--- src/rtl/rsa_mod_encrypt.sv ---
// RSA public-key encryption engine: ct = (msg ^ e) mod n.
// Right-to-left square-and-multiply over a bit-serial interleaved modular multiplier
// that takes N_W cycles per product and never uses a divider.
// Optional macro RSA_MOD_ENCRYPT_CHK_EN adds an err output that flags n < 2 or msg >= n.
module rsa_mod_encrypt #(
  parameter int unsigned MSG_W = 12,
  parameter int unsigned N_W   = 24,
  parameter int unsigned E_W   = 24
) (
  input  logic             clk,
  input  logic             rst,
  input  logic             in_valid,
  output logic             in_ready,
  input  logic [MSG_W-1:0] msg_in,
  input  logic [E_W-1:0]   e_in,
  input  logic [N_W-1:0]   n_in,
  output logic             out_valid,
  input  logic             out_ready,
  output logic [N_W-1:0]   ct_out,
  output logic             busy
`ifdef RSA_MOD_ENCRYPT_CHK_EN
  ,
  output logic             err
`endif
);

  localparam int unsigned     CntW   = (N_W > 1) ? $clog2(N_W) : 1;
  localparam logic [CntW-1:0] CntMax = CntW'(N_W - 1);
  // Accumulator holds 2r + a with r, a < n, so two spare bits suffice.
  localparam int unsigned     RW     = N_W + 2;

  typedef enum logic [2:0] {StIdle, StReduce, StCheck, StMul, StSqr, StDone} state_e;

  state_e           state_q, state_d;
  logic [MSG_W-1:0] msg_q, msg_d;
  logic [E_W-1:0]   e_q, e_d;
  logic [N_W-1:0]   n_q, n_d;
  logic [N_W-1:0]   base_q, base_d;
  logic [N_W-1:0]   res_q, res_d;
  logic [RW-1:0]    r_q, r_d;
  logic [CntW-1:0]  cnt_q, cnt_d;
  logic [N_W-1:0]   ct_q, ct_d;
`ifdef RSA_MOD_ENCRYPT_CHK_EN
  logic             err_q, err_d;
`endif

  logic [N_W-1:0]  msg_ext;
  logic [CntW-1:0] bit_idx;
  logic [N_W-1:0]  mul_b;
  logic [RW-1:0]   mul_a, n_ext, t0, t1, t2;
  logic            b_bit, mm_last;

  assign msg_ext = N_W'(msg_q);
  assign n_ext   = RW'(n_q);
  assign mm_last = (cnt_q == CntMax);

  // One step of the interleaved modmul: r = 2r + b_i*a, then up to two conditional subtracts.
  always_comb begin
    bit_idx = CntMax - cnt_q;
    mul_a   = RW'(base_q);
    mul_b   = base_q;
    if (state_q == StReduce) begin
      mul_a = RW'(1);
      mul_b = msg_ext;
    end else if (state_q == StMul) begin
      mul_b = res_q;
    end
    b_bit = mul_b[bit_idx];
    t0    = (r_q << 1) + (b_bit ? mul_a : '0);
    t1    = (t0 >= n_ext) ? t0 - n_ext : t0;
    t2    = (t1 >= n_ext) ? t1 - n_ext : t1;
  end

  // Next-state and datapath register updates for the exponentiation sequence.
  always_comb begin
    state_d = state_q;
    msg_d   = msg_q;
    e_d     = e_q;
    n_d     = n_q;
    base_d  = base_q;
    res_d   = res_q;
    r_d     = r_q;
    cnt_d   = cnt_q;
    ct_d    = ct_q;
`ifdef RSA_MOD_ENCRYPT_CHK_EN
    err_d   = err_q;
`endif
    unique case (state_q)
      StIdle: begin
        if (in_valid) begin
          msg_d   = msg_in;
          e_d     = e_in;
          n_d     = n_in;
          res_d   = (n_in == N_W'(1)) ? '0 : N_W'(1);
          r_d     = '0;
          cnt_d   = '0;
          state_d = StReduce;
        end
      end
      StReduce, StMul, StSqr: begin
        r_d   = t2;
        cnt_d = cnt_q + 1'b1;
        if (mm_last) begin
          r_d   = '0;
          cnt_d = '0;
          if (state_q == StMul) begin
            res_d   = t2[N_W-1:0];
            e_d     = e_q >> 1;
            state_d = ((e_q >> 1) == '0) ? StCheck : StSqr;
          end else begin
            base_d  = t2[N_W-1:0];
            state_d = StCheck;
          end
        end
      end
      StCheck: begin
        if (e_q == '0) begin
          // A zero modulus has no meaningful residue; force the result to zero.
          ct_d    = (n_q == '0) ? '0 : res_q;
`ifdef RSA_MOD_ENCRYPT_CHK_EN
          err_d   = (n_q < N_W'(2)) || (msg_ext >= n_q);
`endif
          state_d = StDone;
        end else if (e_q[0]) begin
          state_d = StMul;
        end else begin
          e_d     = e_q >> 1;
          state_d = StSqr;
        end
      end
      StDone: begin
        if (out_ready) state_d = StIdle;
      end
      default: state_d = StIdle;
    endcase
  end

  // State register with synchronous active-high reset.
  always_ff @(posedge clk) begin
    if (rst) begin
      state_q <= StIdle;
      msg_q   <= '0;
      e_q     <= '0;
      n_q     <= '0;
      base_q  <= '0;
      res_q   <= '0;
      r_q     <= '0;
      cnt_q   <= '0;
      ct_q    <= '0;
`ifdef RSA_MOD_ENCRYPT_CHK_EN
      err_q   <= 1'b0;
`endif
    end else begin
      state_q <= state_d;
      msg_q   <= msg_d;
      e_q     <= e_d;
      n_q     <= n_d;
      base_q  <= base_d;
      res_q   <= res_d;
      r_q     <= r_d;
      cnt_q   <= cnt_d;
      ct_q    <= ct_d;
`ifdef RSA_MOD_ENCRYPT_CHK_EN
      err_q   <= err_d;
`endif
    end
  end

  assign in_ready  = (state_q == StIdle);
  assign busy      = (state_q != StIdle);
  assign out_valid = (state_q == StDone);
  assign ct_out    = ct_q;
`ifdef RSA_MOD_ENCRYPT_CHK_EN
  assign err       = err_q;
`endif

endmodule
--- config.mk ---
export PLATFORM = sky130hd
export DESIGN_NAME = rsa_mod_encrypt
export DESIGN_NICKNAME = d
export VERILOG_FILES = /design/src/rtl/rsa_mod_encrypt.sv
export SDC_FILE = /design/constraint.sdc
export NUM_CORES = 1
export LEC_CHECK = 0
export ABC_AREA = 1
export CAP_MARGIN = 10
export CORE_ASPECT_RATIO = 0.5
export CORE_UTILIZATION = 45
export DETAILED_ROUTE_END_ITERATION = 6
export HOLD_SLACK_MARGIN = 0.02
export SYNTH_ARGS = -nofsm -noshare
export SYNTH_HDL_FRONTEND = slang
export SYNTH_SLANG_ARGS = --single-unit
--- constraint.sdc ---
create_clock -name clk -period 7.85 [get_ports clk]
set_input_delay 1.57 -clock clk [delete_from_list [all_inputs] [get_ports clk]]
set_output_delay 1.57 -clock clk [all_outputs]
set_load 0.1 [all_outputs]
==> results.toml <==
[die]
core_area_um2 = 26400
fp.dieW_um = 234
boundaryPins = 91
dieArea_um2 = 27600
start_util_pct = 45.8
num_rows = 42
die_h_um = 118

[run_status]
violations = "DRC"
status = "finished with violations"

[drt]
ant_nets = 0
first_pass_iters = 7
met3WireLength_um = 3540
drt_iter0_drc = 1269
wl_met2_um = 15900
wl_met1_um = 21600
via_per_inst = 5.46
vias = 12900
drcViolationCount = 9
totalWireLength_um = 41500
top_layer_used = "met4"
wl_per_cell_um = 17.6

[worst_setup_path]
r2r_start = "state_q[2]"
critical_path.max_fanout = 20
cp_top_family = "simple AND/OR/NAND/NOR gates"
crit_top_cell = "nand2_1"
crit_type = "reg2reg"
max_stage_delay_ns = 0.37
cpMaxStageDelayCell = "ha_2"
worstPathRequired_ns = 8.14
critPathCaptureType = "register"
cp.arrival_ns = 7.78
critical_path_buf_inv_count = 8
startpoint = "state_q[2]"
crit_path_start_kind = "register"

[placement]
pre_cts_ws_ns = -0.111
place_hpwl_um = 31300
dpl-instance-area_um2 = 13600
port-buffer-count = 90
gp_congestion = 0.956

[final_layout]
final_cell_mix = "447 x nand2_1, 235 x inv_1, 216 x a21oi_1"
area_delta_synth_final_pct = 22.4
design_area_um2 = 14800
regArea_um2 = 3310
layout_commonest_cell = "nand2_1"
fin_nets = 2130
fill_cells = 2640
multi_input_area_um2 = 7980
drive_above_1_share_pct = 10.8
antenna_cells = 0

[clock_tree]
cts_buffers = 17
cts_sinks = 165
cts_tree = "done"
clk_latency_ns = 0.45
h-tree-depth = 4
cts_root_buf = "clkbuf_16"
clock_path_buffers = 2
cts.clk_slew.worst_paths_ns = 0.07

[grt]
grt_first_pass_wirelength_um = 62800
grt_pass1_vias = 11300
grt_max_degree = 66
overflow = 0
grt_antenna_before_repair = 0
grt_use_total_pct = 29.5

[synthesis]
netlist_instances = 1883
syn_avg_cell_area_um2 = 6.44
synth_compound_area_share_pct = 22.2
yosysSeqAreaShare_pct = 27.3
synth_top_family_by_area = "simple AND/OR/NAND/NOR gates"
synth_fa_ha_area_share_pct = 8.03
synthSimpleGateAreaFrac_pct = 27.6
synthMuxAreaShare_pct = 0.0826
synthXorXnorAreaFrac_pct = 4.55
syn_area_um2 = 12100
ys_warn_count = 0
ys_types = 46
ys_ff_latch = 165
synthesis.nets = 2023

[timing]
fin_ws_ns = 0.363
hold_viol_final = 0
fin_skew_ns = 0.0109
holdWs_ns = 0.466
slew_violations = 0
slew_headroom_pct = 31.5
final-setup-viol-count = 0
fin_crit_ns = 7.49
timing.final.crit_share_pct = 95.4
tightest_slew_ns = 1.02
fmax_mhz = 134

[flow_run]
maxCapViolCount = 0

[worst_hold_path]
worstHoldPathType = "reg2reg"
worstHoldStart = "ct_out[23]"
[registers in the layout, indices dropped and copies added (netlist names)]
name	count
state_q	3
r_q	25
msg_q	12
e_q	24
res_q	24
ct_out	24
n_q	24
cnt_q	5
base_q	24
[cell type report]
class	instances	area share, %
clock buffer	19	2.99
clock inverter	12	0.810
sequential	165	22.3
timing repair inverter	1	0.0506
timing repair buffer	161	10.8
inverter	243	6.20
tap	352	2.97
multi-input combinational	1401	53.8
[per-layer routing]
metal | vias to the layer above | GRT usage, %
met1 | 5859 | 48.0
met2 | 492 | 39.0
met3 | 32 | 4.99
met5 | - | 0
met4 | 0 | 6.05
li1 | 6477 | -
[per-stage QoR]
stage / cells / util (%) / TNS, ns
2_1_floorplan: 1883 / - / 0
3_3_place_gp: 2300 / 51.3 / -0.294
3_5_place_dp: 2300 / 51.3 / -1.63
4_1_cts: 2331 / 53.4 / 0
5_1_grt: 2354 / 56.1 / -2.29
6_report: 2354 / 56.1 / 0
[path summary, 6_finish.rpt]
path,end,slack [ns],cells past startpoint
min,ct_out[23],0.47,2
max reg2reg,res_q[14],0.36,49
max,res_q[14],0.36,49
min reg2reg,ct_out[23],0.47,2
[synth_stat cells (all sizes together)]
library cell	number	share of area [%]
nand2	465	15
inv	240	7.4
a21oi	228	9.4
dfxtp	165	27
nor2	136	4.4
o21ai	117	5.0
nand3	112	4.8
ha	73	7.5
clkbuf	55	1.7
a211oi	48	3.0
xor2	37	2.7
o211ai	36	2.2
nor3	30	1.2
xnor2	26	1.9
nand4	23	1.2
buf	19	1.1
nor4	16	0.83
o21a	15	0.93
o21bai	13	0.84
a31oi	6	0.31
or2	6	0.31
a21o	5	0.31
clkinv	3	0.093
fa	3	0.50
a41oi	1	0.072
and2	1	0.052
and3	1	0.052
mux2i	1	0.083
nand3b	1	0.062
or4	1	0.062
[cell families (layout without fill, tap and decap cells)]
logic type,count (synthesis),after routing
AOI/OAI and AO/OA,469,469
xor gates and xnor gates,63,63
adders and majority gates,76,76
buffers and inverters,317,436
DFF,165,165
muxes,1,1
and+or+nand+nor,792,792
[worst min-delay path: cells and delay by family, from the launching register on]
kind,cells,cell delay (ns)
AND/OR/NAND/NOR,1,0.06
flip-flops,1,0.31
AO/OA/AOI/OAI,1,0.05
[what timing repair did]
item,CTS,global route
setup buffers,0,17
pin swaps,0,21
gates cloned,0,6
endpoints found under the setup margin,54,73
hold buffers,0,0
gates resized for setup,2,103
Power is not shown: default switching activity piles up to over one toggle a cycle in this logic, so the estimate is an artifact.
